## src/rtl/scc_pkg.sv

```systemverilog
// Shared SCC wave-table constants, bus payload types and the CPU buffer state encoding.
package scc_pkg;

  localparam int unsigned SCC_NUM_CH     = 5;
  localparam int unsigned SCC_SLOTS      = 8;
  localparam int unsigned SCC_SLOT_W     = 3;
  localparam int unsigned SCC_WAVE_DEPTH = 160;
  localparam int unsigned SCC_FREQ_W     = 12;
  localparam int unsigned SCC_PTR_W      = 5;
  localparam int unsigned SCC_ADDR_W     = 8;
  localparam int unsigned SCC_DATA_W     = 8;

  typedef logic [SCC_SLOT_W-1:0] scc_slot_t;

  typedef enum logic [1:0] {
    CPU_IDLE = 2'd0,
    CPU_FULL = 2'd1,
    CPU_RD_A = 2'd2,
    CPU_RD_Q = 2'd3
  } scc_cpu_st_e;

  typedef struct packed {
    logic                  wr;
    logic [SCC_ADDR_W-1:0] addr;
    logic [SCC_DATA_W-1:0] wdata;
  } scc_cpu_req_t;

  // Wave RAM only backs the first SCC_WAVE_DEPTH bytes of the CPU window.
  function automatic logic scc_addr_ok(input logic [SCC_ADDR_W-1:0] addr);
    return addr < SCC_ADDR_W'(SCC_WAVE_DEPTH);
  endfunction

endpackage

```

## src/rtl/scc_wave_sram_sequencer_if.sv

```systemverilog
// CPU wave-RAM access port: request held until accepted, read data returned as a pulse.
interface scc_wave_sram_sequencer_if;
  import scc_pkg::*;

  logic                  cpu_req;
  logic                  cpu_wr;
  logic [SCC_ADDR_W-1:0] cpu_addr;
  logic [SCC_DATA_W-1:0] cpu_wdata;
  logic                  cpu_ready;
  logic                  cpu_rvalid;
  logic [SCC_DATA_W-1:0] cpu_rdata;

  modport master (
    output cpu_req, cpu_wr, cpu_addr, cpu_wdata,
    input  cpu_ready, cpu_rvalid, cpu_rdata
  );

  modport slave (
    input  cpu_req, cpu_wr, cpu_addr, cpu_wdata,
    output cpu_ready, cpu_rvalid, cpu_rdata
  );

endinterface

```

## src/rtl/scc_tone_counter.sv

```systemverilog
// One SCC tone channel: period register, reload down-counter and 5-bit wave pointer.
module scc_tone_counter
  import scc_pkg::*;
#(
  parameter int unsigned FREQ_W = SCC_FREQ_W,
  parameter int unsigned PTR_W  = SCC_PTR_W
) (
  input  logic              clk,
  input  logic              nreset,
  input  logic              en_i,
  input  logic              key_on_i,
  input  logic              freq_we_i,
  input  logic [FREQ_W-1:0] freq_data_i,
  output logic [PTR_W-1:0]  ptr_o
);

  logic [FREQ_W-1:0] period_q;
  logic [FREQ_W-1:0] cnt_q;
  logic [PTR_W-1:0]  ptr_q;

  // A period write never touches the running count; a reload in the same cycle sees the old period.
  always_ff @(posedge clk or negedge nreset) begin
    if (!nreset) begin
      period_q <= '0;
      cnt_q    <= '0;
      ptr_q    <= '0;
    end else begin
      if (freq_we_i) begin
        period_q <= freq_data_i;
      end
      if (en_i) begin
        if (!key_on_i) begin
          ptr_q <= '0;
          cnt_q <= period_q;
        end else if (cnt_q == '0) begin
          cnt_q <= period_q;
          ptr_q <= ptr_q + PTR_W'(1);
        end else begin
          cnt_q <= cnt_q - FREQ_W'(1);
        end
      end
    end
  end

  assign ptr_o = ptr_q;

endmodule

```

## src/rtl/scc_wave_sram_sequencer.sv

```systemverilog
// SCC wave-table SRAM port owner: channel sample slots interleaved with a single-entry
// CPU access buffer served in the spare slots of each 8-slot round.
module scc_wave_sram_sequencer
  import scc_pkg::*;
#(
  parameter int unsigned NUM_CH = SCC_NUM_CH,
  parameter int unsigned FREQ_W = SCC_FREQ_W,
  parameter int unsigned PTR_W  = SCC_PTR_W
) (
  input  logic                   clk,
  input  logic                   nreset,
  input  logic                   reg_freq_we,
  input  logic [SCC_SLOT_W-1:0]  reg_freq_ch,
  input  logic [FREQ_W-1:0]      reg_freq_data,
  input  logic [NUM_CH-1:0]      reg_key_on,
  scc_wave_sram_sequencer_if.slave cpu,
  output logic [SCC_ADDR_W-1:0]  sram_a,
  output logic                   sram_we,
  output logic [SCC_DATA_W-1:0]  sram_d,
  input  logic [SCC_DATA_W-1:0]  sram_q,
  output logic                   smp_valid,
  output logic [SCC_SLOT_W-1:0]  smp_ch
);

  scc_slot_t             slot_q;
  scc_cpu_st_e           st_q;
  scc_cpu_req_t          buf_q;
  logic                  iss_q;
  scc_slot_t             iss_ch_q;
  logic [SCC_ADDR_W-1:0] sram_a_q;
  logic                  sram_we_q;
  logic [SCC_DATA_W-1:0] sram_d_q;
  logic                  smp_valid_q;
  scc_slot_t             smp_ch_q;
  logic                  cpu_ready_q;
  logic                  cpu_rvalid_q;
  logic [SCC_DATA_W-1:0] cpu_rdata_q;

  logic                  chan_slot;
  logic                  buf_addr_ok;
  logic [PTR_W-1:0]      cur_ptr;
  logic [PTR_W-1:0]      ptr [NUM_CH];

  assign chan_slot   = 32'(slot_q) < NUM_CH;
  assign buf_addr_ok = scc_addr_ok(buf_q.addr);

  for (genvar g = 0; g < int'(NUM_CH); g++) begin : g_ch
    scc_tone_counter #(
      .FREQ_W (FREQ_W),
      .PTR_W  (PTR_W)
    ) u_tone (
      .clk         (clk),
      .nreset      (nreset),
      .en_i        (slot_q == SCC_SLOT_W'(g)),
      .key_on_i    (reg_key_on[g]),
      .freq_we_i   (reg_freq_we && (reg_freq_ch == SCC_SLOT_W'(g))),
      .freq_data_i (reg_freq_data),
      .ptr_o       (ptr[g])
    );
  end

  // Pointer of the channel owning the current slot, sampled before its update.
  always_comb begin
    cur_ptr = '0;
    for (int unsigned i = 0; i < NUM_CH; i++) begin
      if (slot_q == SCC_SLOT_W'(i)) begin
        cur_ptr = ptr[i];
      end
    end
  end

  always_ff @(posedge clk or negedge nreset) begin
    if (!nreset) begin
      slot_q       <= '0;
      st_q         <= CPU_IDLE;
      buf_q        <= '0;
      iss_q        <= 1'b0;
      iss_ch_q     <= '0;
      sram_a_q     <= '0;
      sram_we_q    <= 1'b0;
      sram_d_q     <= '0;
      smp_valid_q  <= 1'b0;
      smp_ch_q     <= '0;
      cpu_ready_q  <= 1'b1;
      cpu_rvalid_q <= 1'b0;
      cpu_rdata_q  <= '0;
    end else begin
      slot_q       <= slot_q + SCC_SLOT_W'(1);
      sram_we_q    <= 1'b0;
      cpu_rvalid_q <= 1'b0;
      iss_q        <= chan_slot;
      smp_valid_q  <= iss_q;
      smp_ch_q     <= iss_ch_q;

      // Out-of-range CPU accesses leave the SRAM port untouched.
      if (chan_slot) begin
        iss_ch_q <= slot_q;
        sram_a_q <= SCC_ADDR_W'({slot_q, cur_ptr});
      end else if ((st_q == CPU_FULL) && buf_addr_ok) begin
        sram_a_q  <= buf_q.addr;
        sram_we_q <= buf_q.wr;
        sram_d_q  <= buf_q.wdata;
      end

      case (st_q)
        CPU_IDLE: begin
          if (cpu.cpu_req) begin
            buf_q       <= '{wr: cpu.cpu_wr, addr: cpu.cpu_addr, wdata: cpu.cpu_wdata};
            st_q        <= CPU_FULL;
            cpu_ready_q <= 1'b0;
          end
        end
        CPU_FULL: begin
          if (!chan_slot) begin
            if (buf_q.wr) begin
              st_q        <= CPU_IDLE;
              cpu_ready_q <= 1'b1;
            end else begin
              st_q <= CPU_RD_A;
            end
          end
        end
        CPU_RD_A: st_q <= CPU_RD_Q;
        CPU_RD_Q: begin
          st_q         <= CPU_IDLE;
          cpu_ready_q  <= 1'b1;
          cpu_rvalid_q <= 1'b1;
          cpu_rdata_q  <= buf_addr_ok ? sram_q : '0;
        end
        default: st_q <= CPU_IDLE;
      endcase
    end
  end

  assign sram_a         = sram_a_q;
  assign sram_we        = sram_we_q;
  assign sram_d         = sram_d_q;
  assign smp_valid      = smp_valid_q;
  assign smp_ch         = smp_ch_q;
  assign cpu.cpu_ready  = cpu_ready_q;
  assign cpu.cpu_rvalid = cpu_rvalid_q;
  assign cpu.cpu_rdata  = cpu_rdata_q;

endmodule

```

## src/flat_wrapper.sv

```systemverilog
// flat-port wrapper written by rule: the top's interface ports become plain ports
module scc_wave_sram_sequencer_flat import scc_pkg::*;
#(
  parameter int unsigned NUM_CH = SCC_NUM_CH,
  parameter int unsigned FREQ_W = SCC_FREQ_W,
  parameter int unsigned PTR_W  = SCC_PTR_W
)
  (clk, nreset, reg_freq_we, reg_freq_ch, reg_freq_data, reg_key_on, sram_a, sram_we, sram_d, sram_q, smp_valid, smp_ch, cpu_cpu_req, cpu_cpu_wr, cpu_cpu_addr, cpu_cpu_wdata, cpu_cpu_ready, cpu_cpu_rvalid, cpu_cpu_rdata);
  scc_wave_sram_sequencer_if cpu_i ();
  input  logic clk;
  input  logic nreset;
  input  logic reg_freq_we;
  input  logic [SCC_SLOT_W-1:0] reg_freq_ch;
  input  logic [FREQ_W-1:0] reg_freq_data;
  input  logic [NUM_CH-1:0] reg_key_on;
  output logic [SCC_ADDR_W-1:0] sram_a;
  output logic sram_we;
  output logic [SCC_DATA_W-1:0] sram_d;
  input  logic [SCC_DATA_W-1:0] sram_q;
  output logic smp_valid;
  output logic [SCC_SLOT_W-1:0] smp_ch;
  input wire logic [$bits(cpu_i.cpu_req)-1:0] cpu_cpu_req;
  input wire logic [$bits(cpu_i.cpu_wr)-1:0] cpu_cpu_wr;
  input wire logic [$bits(cpu_i.cpu_addr)-1:0] cpu_cpu_addr;
  input wire logic [$bits(cpu_i.cpu_wdata)-1:0] cpu_cpu_wdata;
  output wire logic [$bits(cpu_i.cpu_ready)-1:0] cpu_cpu_ready;
  output wire logic [$bits(cpu_i.cpu_rvalid)-1:0] cpu_cpu_rvalid;
  output wire logic [$bits(cpu_i.cpu_rdata)-1:0] cpu_cpu_rdata;
  assign cpu_i.cpu_req = cpu_cpu_req;
  assign cpu_i.cpu_wr = cpu_cpu_wr;
  assign cpu_i.cpu_addr = cpu_cpu_addr;
  assign cpu_i.cpu_wdata = cpu_cpu_wdata;
  assign cpu_cpu_ready = cpu_i.cpu_ready;
  assign cpu_cpu_rvalid = cpu_i.cpu_rvalid;
  assign cpu_cpu_rdata = cpu_i.cpu_rdata;
  scc_wave_sram_sequencer #(.NUM_CH(NUM_CH), .FREQ_W(FREQ_W), .PTR_W(PTR_W)) u_core (.clk(clk), .nreset(nreset), .reg_freq_we(reg_freq_we), .reg_freq_ch(reg_freq_ch), .reg_freq_data(reg_freq_data), .reg_key_on(reg_key_on), .cpu(cpu_i), .sram_a(sram_a), .sram_we(sram_we), .sram_d(sram_d), .sram_q(sram_q), .smp_valid(smp_valid), .smp_ch(smp_ch));
endmodule
```

## config.mk

```make
export PLATFORM = sky130hd
export DESIGN_NAME = scc_wave_sram_sequencer_flat
export DESIGN_NICKNAME = d
export VERILOG_FILES = /design/src/rtl/scc_pkg.sv /design/src/rtl/scc_wave_sram_sequencer_if.sv /design/src/rtl/scc_tone_counter.sv /design/src/rtl/scc_wave_sram_sequencer.sv /design/src/flat_wrapper.sv
export SDC_FILE = /design/constraint.sdc
export NUM_CORES = 1
export LEC_CHECK = 0
export CORE_UTILIZATION = 53
export CTS_CLUSTER_DIAMETER = 150
export CTS_CLUSTER_SIZE = 10
export DETAILED_ROUTE_END_ITERATION = 8
export PLACE_DENSITY_LB_ADDON = 0.12
export SLEW_MARGIN = 20
export SYNTH_ARGS = -nofsm -noshare
export SYNTH_HDL_FRONTEND = slang
export SYNTH_SLANG_ARGS = --single-unit
```

## constraint.sdc

```tcl
create_clock -name clk -period 2.35 [get_ports clk]
set_input_delay 0.235 -clock clk [delete_from_list [all_inputs] [get_ports clk]]
set_output_delay 0.235 -clock clk [all_outputs]
set_load 0.01 [all_outputs]
```

Word level (Yosys, flattened, before mapping)
Index checks and enable logic that the tools add are counted.

Order comparisons: 2. Shifts and indexed selects: 0. $mul: 0. Bitwise gates (word level): 1. Add/subtract/negate cells: 11. Eq/ne operators: 19. Div/mod/pow operators: 0. Reductions and logical operators: 25. Mux-type cells: 39.

Operators with widths (number): 2-to-1 mux 12 bit (10); 2-to-1 mux 5 bit (15); zero test 12 bit (5); subtractor 12 x 1 -> 12 bit, second input constant (5); adder 5 x 1 -> 5 bit, second input constant (5); 2-to-1 mux 8 bit (3); AND reduction 2 bit (8); == test 3 x 2 -> 1 bit, second input constant (4); != test 2 x 1 -> 1 bit, second input constant (6); < comparator 8 bit, second input constant (1); case mux 2 bit (4 select lines) (1); == test 3 x 1 -> 1 bit, second input constant (2); == test 3 bit, second input constant (2); logical AND 1 bit (6); zero test 3 bit (2); 2-to-1 mux 1 bit (6); 2-to-1 mux 2 bit (3); == test 2 bit, second input constant (2); != test 2 bit, second input constant (2); AND reduction 4 bit (1); adder 3 x 1 -> 3 bit, second input constant (1); < comparator 3 bit, second input constant (1); case mux 1 bit (3 select lines) (1); nonzero test 3 bit (1); other kinds (4) (4).

Latch bits: 0. Memories kept: 0. Word-level logic and storage cells: 127. RAM bits: 0. ROM bits: 0. Output and inout port bits: 31. Bits in registers: 202.

Depth between registers and ports, before layout
Word-level depth: 7. Mapped depth: 8. Depth with buffers taken out: 6.

Modules after synthesis
From an unflattened synthesis, not the netlist that was laid out.

Cells, all modules: 974. Area, all modules: 10471.3 um2.

By module, submodules not included: scc_tone_counter (seq. area each 725.7 um2, area each 1584.0 um2, times used 5, cells an instance 153); scc_wave_sram_sequencer (seq. area each 1427.6 um2, area each 2551.2 um2, times used 1, cells an instance 209).

Worst setup path after synthesis
No wires, ideal clock.

Kind: register -> register. From: reg u_core.g_ch[2].u_tone.cnt_q[6]. To: reg u_core.g_ch[2].u_tone.ptr_q[3]. Setup slack: 0.149 ns. Buffers on the path: 1. Cell stages (with the launch flop): 6. Arrival time: 2.077 ns. Path through: dfrtp_1 > or4_4 > or4_1 > buf_2 > o211a_1 > a211o_1.

Word-level cells in the longest chain between the ends: 3.

Ends and longest elaborated chain: from (decl) (RTL line scc_tone_counter.sv:18) `logic [FREQ_W-1:0] cnt_q;`; from (signal assigned) (RTL line scc_tone_counter.sv:34) `cnt_q <= period_q;`; from (signal assigned) (RTL line scc_tone_counter.sv:36) `cnt_q <= period_q;`; from (signal assigned) (RTL line scc_tone_counter.sv:39) `cnt_q <= cnt_q - FREQ_W'(1);`; zero test 12 bit (RTL line scc_tone_counter.sv:35) `end else if (cnt_q == '0) begin`; != test 2 x 1 -> 1 bit (no line); AND reduction 2 bit (no line); to (signal assigned) (RTL line scc_tone_counter.sv:37) `ptr_q <= ptr_q + PTR_W'(1);`; to (decl) (RTL line scc_tone_counter.sv:19) `logic [PTR_W-1:0] ptr_q;`.

Every way passes these cells. A chain may end at the register's enable or synchronous reset.

Worst setup path in the final report
From: reg u_core.g_ch[2].u_tone.cnt_q[7]. To: reg u_core.g_ch[2].u_tone.ptr_q[2].

The elaborated chain is that of the path after synthesis.

==> results.md <==
- Leakage: about 5.2 nW
- Number of synthesized flops with an enable pin: 0
- # diodes: 0
- Asr flop ratio synth: between 90% and 100%
- Post-route ant nets: 0
- Worst-path clk slew: 50 ps
- RePlAce Congestion: 0.8981
- Fin Hold WS: between 300 and 400 ps
- Number of synthesized register bits: roughly 200
- Mux share of post-synthesis cell area: 11.13%
- WL final: 24.51 mm
- IO buf count: 79
- Worst Max-Slew Pin Slew: about 810 ps
- Syn avg cell area: around 11 µm²
- Commonest cells post-synth: 201 x dfrtp_1, 87 x nand2_1, 82 x mux2_2, 59 x o21ai_0, 44 x inv_1
- Tmin final: around 2300 ps
- Final nets: between 1000 and 1500
- Worst rel slew slack: roughly 46%
- Max Cap Viol: 0
- Yosys top cell area share: 50.29%
- Final routed DRC violation total: 0
- Adder-cell share of the synthesized area: 2.502%
- Netlist cell types: 67
- Final instance count without filler cells: 1312
- Initial antenna violation count: 0
- Die Y: between 100 and 150 µm
- Layout cell share with drive strength beyond 1: 17.73%
- Worst-path cell chain: or4_4, or4_1, buf_4, nor4_1, nand3b_1
- Vias/cell: between 6 and 7
- First-pass GRT wire length: between 40 and 50 mm
- Clk_lat worst skew: ~510 ps
- CP max-delay cell: or4_1
- Worst Path Required: between 2000 and 3000 ps
- All-Layer GR Usage: 25.97%
- Placed cells: between 1000 and 1500
- DR iter-0 viols: 506
- Post-synthesis net count: 1017
- Hpwl dp: between 15 and 20 mm
- Layout Skew: 12.85 ps
- Chip width: about 140 µm
- WP buf/inv: 1
- Hold Fails Final Rpt: 0
- Critical Path AT: about 2700 ps
- CP Launch Type: flop
- XOR/XNOR Fraction of Synth Area: 0.5254%
- Number of global-route vias before repair: just under 8000
- Critical Path Fanout Max: 6
- Ys Warns: 0
- CTS tree: done
- Setup TNS after final layout: 0 ps
- Area grow syn2layout: 21.38%
- Netlist Area Pre-Place: approximately 0.01 mm²
- Top delay family on crit path: simple AND/OR/NAND/NOR gates
- Syn Inst Count: between 900 and 1000
- Setup-failing EPs final: 0
- Main synth FF type: dfrtp_1
- CTS H-tree depth: 1
- Cts bufs inserted: 24
- Fin crit share: around 97%
- Max Fclk: 0.4376 GHz
- Critical Path Sink Type: flop
- Count leader, synth: dfrtp_1
- CP max stage delay: ~610 ps
- Io pins: 80
- GR Overflow Total: 0
- Largest net degree at the start of global routing: slightly below 90
- Worst VDD drop: around 560 µV
- Standard-cell rows: about 50
- Initial Utilization: a little over half
- PD cells: ~870 mW/mm²
- CP Class: flop to flop
- HP Class: primary input to flop
- Post-Synth Simple-Gate Area: 15.59%
- Final Core Density: about two thirds
- Core area: 0.01821 mm²
- RSZ-0062 raised after global routing: false
- Largest family of logic cells by synthesized area: compound AO/OA/AOI/OAI gates
- Fin. max-slew vios: 0
- Synth area leaders: dfrtp_1 50%, mux2_2 9.2%, nand2_1 3.3%, o21ai_0 3.0%, ha_1 2.5%
- Pre-Repair DR Iteration Count: 5
- Sinks on Clock Net: ~200
- Die area: ~0.02 mm²
- Synth Area in Compound Gates: between 10% and 20%
- Mean routed wirelength per cell: roughly 19 µm
- Status: finished clean
- Synth area leader: dfrtp_1
- Vias: 7984
- Max Root-Sink Buffers: 3
- Clk root buf: clkbuf_16
- Sequential area share after synthesis: 50.55%
## sequential cells by signal, summed over array words and instances (netlist names), named ones only
register                     cells
u_core.smp_valid                 1
u_core.sram_a                    8
u_core.cpu.cpu_rvalid            1
u_core.sram_d                    8
u_core.smp_ch                    3
u_core.st_q                      1
u_core.g_ch.u_tone.cnt_q        60
u_core.g_ch.u_tone.ptr_o        25
u_core.sram_we                   1
u_core.buf_q                    17
u_core.cpu.cpu_ready             1
u_core.iss_q                     1
u_core.iss_ch_q                  3
u_core.g_ch.u_tone.period_q     60
u_core.cpu.cpu_rdata             8
u_core.slot_q                    3
## kinds of logic (layout without fill, tap and decap cells)
| kind of cell | after synthesis | count (layout) |
|---|---|---|
| AOI/OAI and AO/OA | 229 | 229 |
| buffers and inverters | 89 | 224 |
| and+or+nand+nor | 301 | 301 |
| xor gates and xnor gates | 6 | 6 |
| adders and majority gates | 20 | 20 |
| DFF | 202 | 202 |
| muxes | 101 | 101 |
## report_power, final
group	switching [mW]	internal, mW
clock network	1.34	1.92
registers	0.589	4.28
logic	1.13	1.35
total	3.06	7.55
## routing by layer
| metal | track usage, % | vias up | share of wire [%] | wire length, µm |
|---|---|---|---|---|
| li1 | - | 3775 | - | - |
| met1 | 37.68 | 3928 | 47 | 11510 |
| met2 | 40.86 | 229 | 45 | 11120 |
| met3 | 3.131 | 52 | 4.8 | 1172 |
| met4 | 8.070 | 0 | 2.9 | 701 |
| met5 | 0 | - | 0 | 0 |
## cell usage in the layout (no fill, tap or decap), types with 32 or more instances in the layout
cell type / netlist / final
clkdlybuf4s50_1: 0 / 78
nor2_1: 38 / 38
dfrtp_1: 201 / 201
nand3_1: 38 / 38
mux2_2: 82 / 82
nand2_1: 87 / 87
o21ai_0: 59 / 59
buf_4: 0 / 61
nor3_1: 33 / 32
inv_1: 44 / 44
## path summary, 6_finish.rpt
kind	to	slack, ps	depth (start not counted)	startpoint
worst max-delay path	u_core.g_ch[2].u_tone.ptr_o[2]$_DFFE_PN0P_	60	5	u_core.g_ch[2].u_tone.cnt_q[7]$_DFFE_PN0P_
worst min-delay path	u_core.buf_q[16]$_DFFE_PN0P_	300	3	cpu_cpu_wr
worst max register to register	u_core.g_ch[2].u_tone.ptr_o[2]$_DFFE_PN0P_	60	5	u_core.g_ch[2].u_tone.cnt_q[7]$_DFFE_PN0P_
worst min register to register	u_core.smp_valid$_DFF_PN0_	360	0	u_core.iss_q$_DFF_PN0_
max in group asynchronous	u_core.cpu.cpu_ready$_DFFE_PN1P_	1300	3	nreset
min in group asynchronous	u_core.g_ch[4].u_tone.ptr_o[0]$_DFFE_PN0P_	370	2	nreset
## worst min-delay path: cells and delay by family
kind,cells,cell delay (ps)
buffers and inverters,1,400
AOI/OAI and AO/OA,1,70
and+or+nand+nor,1,50
## per-stage QoR
step	area [µm²]	power, mW	setup slack, ps
after floorplan	10000	6.311	149.5
after detailed placement	11460	7.385	115.6
final	12140	10.61	64.63
after global placement	11460	7.293	156.1
after CTS	12140	10.69	106.9
after global routing	12140	11.17	3.013
## area by class of cell
type	count	area (µm²)
well taps	229	286.5
inverters	44	165.2
multi-input cells	657	4622
clock inverters	1	8.758
clock buffers	34	659.4
repair buffers	145	1343
fillers	1463	6068
flip-flops and latches	202	5056
## timing repair
item | in CTS | in global routing
hold buffers | 1 | 0
endpoints found under the hold margin | 81 | 0
setup buffers | 0 | 0
setup endpoints to repair | 0 | 1
gates resized for setup | 0 | 1
No activity file was read; power rests on OpenSTA's default activity.
==> RTL change, RTL diff (config.mk and constraints unchanged) <==
Re-encode `scc_cpu_st_e` (4 values) as one-hot, 4 bits wide.
--- a/src/rtl/scc_pkg.sv
+++ b/src/rtl/scc_pkg.sv
@@ -13,9 +13,9 @@
   typedef logic [SCC_SLOT_W-1:0] scc_slot_t;
 
-  typedef enum logic [1:0] {
-    CPU_IDLE = 2'd0,
-    CPU_FULL = 2'd1,
-    CPU_RD_A = 2'd2,
-    CPU_RD_Q = 2'd3
+  typedef enum logic [3:0] {
+    CPU_IDLE = 4'b0001,
+    CPU_FULL = 4'b0010,
+    CPU_RD_A = 4'b0100,
+    CPU_RD_Q = 4'b1000
   } scc_cpu_st_e;
 
Formal check against the unedited RTL: no difference found for any inputs over 10 cycles, from zero or initial values and one cycle with nreset low; not proved beyond that.
==> RTL change against the unedited design <==
  * Sequential cell count up 2
  * Worst setup slack better by 0.079 ns
  * First-iteration DRC count up 6.3%
  * Area after synthesis up 1.8%
  * Total power down 5.5%
  * Synthesized cell count up 0.21%
  * Routed wire length up 1.2%
  * Final cell count about the same
  * Cell area up 1.0%
  * Die area up 1.8%
  * Worst hold slack worse by 0.00078 ns
  * Largest cell class unchanged
  * Largest power group unchanged
==> RTL change: results (changes against the unedited design) <==
* Commonest cells in the netlist: dfrtp_1 (202), mux2_2 (85), nand2_1 (66)
* Clock Latency Late Sink at about 0.50 ns
* Post-synth cell types at 79 (+18%)
* GPL Wtd Cong at 0.8798 (-2.0%)
* Finished Layout Cells at 1313 (+0.076%)
* Syn Nets at 1019 (+0.20%)
* Worst r2r dst: u_core.g_ch[1].u_tone.cnt_q[9]$_DFFE_PN0P_
* GRT Overall Usage at 0.2570 (-0.002706)
* Setup Buffers After CTS at 0 (unchanged)
* Drt initial violations at 538 (+6.3%)
* Routed WL at 24800 µm (+1.2%)
* Placed instance area at 11570 µm² (+0.94%)
* Vias in the first global route at 7759 (-0.39%)
* Worst Max-Slew Pin Slew at 0.6806 ns (-0.1266 ns)
* Compound-gate portion of the synthesized area at 0.1598 (-0.003419)
* Arrival time at the worst endpoint at 2.58 ns (-0.14 ns)
* Peak VDD IR at 0.6668 mV (+19%)
* Leakage at 5.184 nW (-0.19%)
* CP Max Fanout at 5 (-1)
* CP max-delay cell: or4b_2
* Worst hold-check path type: in -> async
* Place WS at 0.09006 ns (-0.02557 ns)
* Final Skew at 0.02142 ns (+0.008566 ns)
* Worst setup path startpoint: u_core.g_ch[1].u_tone.cnt_q[0]$_DFFE_PN0P_
* H-tree depth at 1 (unchanged)
* Worst-case reg-to-reg path depth at 6 (+1)
* First-pass GRT wire length at 40720 µm (+0.15%)
* Status: completed
* Flop2flop setup slack at 0.14 ns (+0.08 ns)
* Synth top area cells: dfrtp_1 (50%), mux2_2 (9.4%), ha_1 (2.5%)
* DP HPWL at 17350 µm (+1.5%)
* Final nets at 1140 (-0.26%)
* End of the critical path: u_core.g_ch[1].u_tone.cnt_q[9]$_DFFE_PN0P_
* Proportion of layout cells with a drive suffix above 1 at 0.1881 (+0.01085)
* Sequential element share of the synthesized area at 0.5015 (-0.004030)
* XOR/XNOR share of the synthesized area at 0.003440 (-0.001814)
* Vias after detailed routing at 8101 (+1.5%)
* Final Cycle Share at 0.9387 (-0.03383)
* Pin count of the biggest net entering global routing at 69 (-21%)
* Antenna violations before repair at 0 (unchanged)
[RTL change: critical path, delay by kind of cell (launching register included)]
kind	cells	cell delay, ns
flip-flops	1	0.39
AO/OA/AOI/OAI	2	0.63
AND/OR/NAND/NOR	2	0.78
buffers and inverters	1	0.12
adder cells (fa/ha/maj)	1	0.16
[RTL change: how the worst min path moves through the flow]
stage / from / endpoint / slack (ns) / cells past startpoint
2_1_floorplan: nreset / u_core.buf_q[0]$_DFFE_PN0P_ / -0.06 / 0
3_3_place_gp: nreset / u_core.cpu.cpu_rvalid$_DFF_PN0_ / 0.28 / 1
3_5_place_dp: nreset / u_core.cpu.cpu_rvalid$_DFF_PN0_ / 0.27 / 1
4_1_cts: cpu_cpu_wr / u_core.buf_q[16]$_DFFE_PN0P_ / 0.29 / 3
5_1_grt: nreset / u_core.cpu.cpu_rvalid$_DFF_PN0_ / 0.34 / 2
6_report: nreset / u_core.cpu.cpu_rvalid$_DFF_PN0_ / 0.30 / 2
[RTL change: cell type report]
class	instances	area [µm²]
flip-flops and latches	204	5107
clock inverters	1	8.758
fillers	1510	6506
multi-input cells	659	4752
repair buffers	141	1291
clock buffers	33	655.6
inverters	41	153.9
well taps	234	292.8
[RTL change: layer usage]
layer,track usage,part of all wire,vias up
met2,0.4195,0.47,234
li1,-,-,3829
met5,0,0,-
met4,0.06350,0.018,0
met1,0.3642,0.46,3995
met3,0.03567,0.051,43
[RTL change: kinds of logic after synthesis]
family,after synthesis
AND/OR/NAND/NOR,309
AO/OA/AOI/OAI,228
flip-flops,204
multiplexers,98
buffers and inverters,87
adder cells (fa/ha/maj),20
XOR/XNOR,4
[RTL change: report_power, final]
group,switching [mW],internal (mW),total [mW]
clock,1.35,1.91,3.26
combinational,0.867,1.05,1.91
sequential,0.617,4.24,4.85
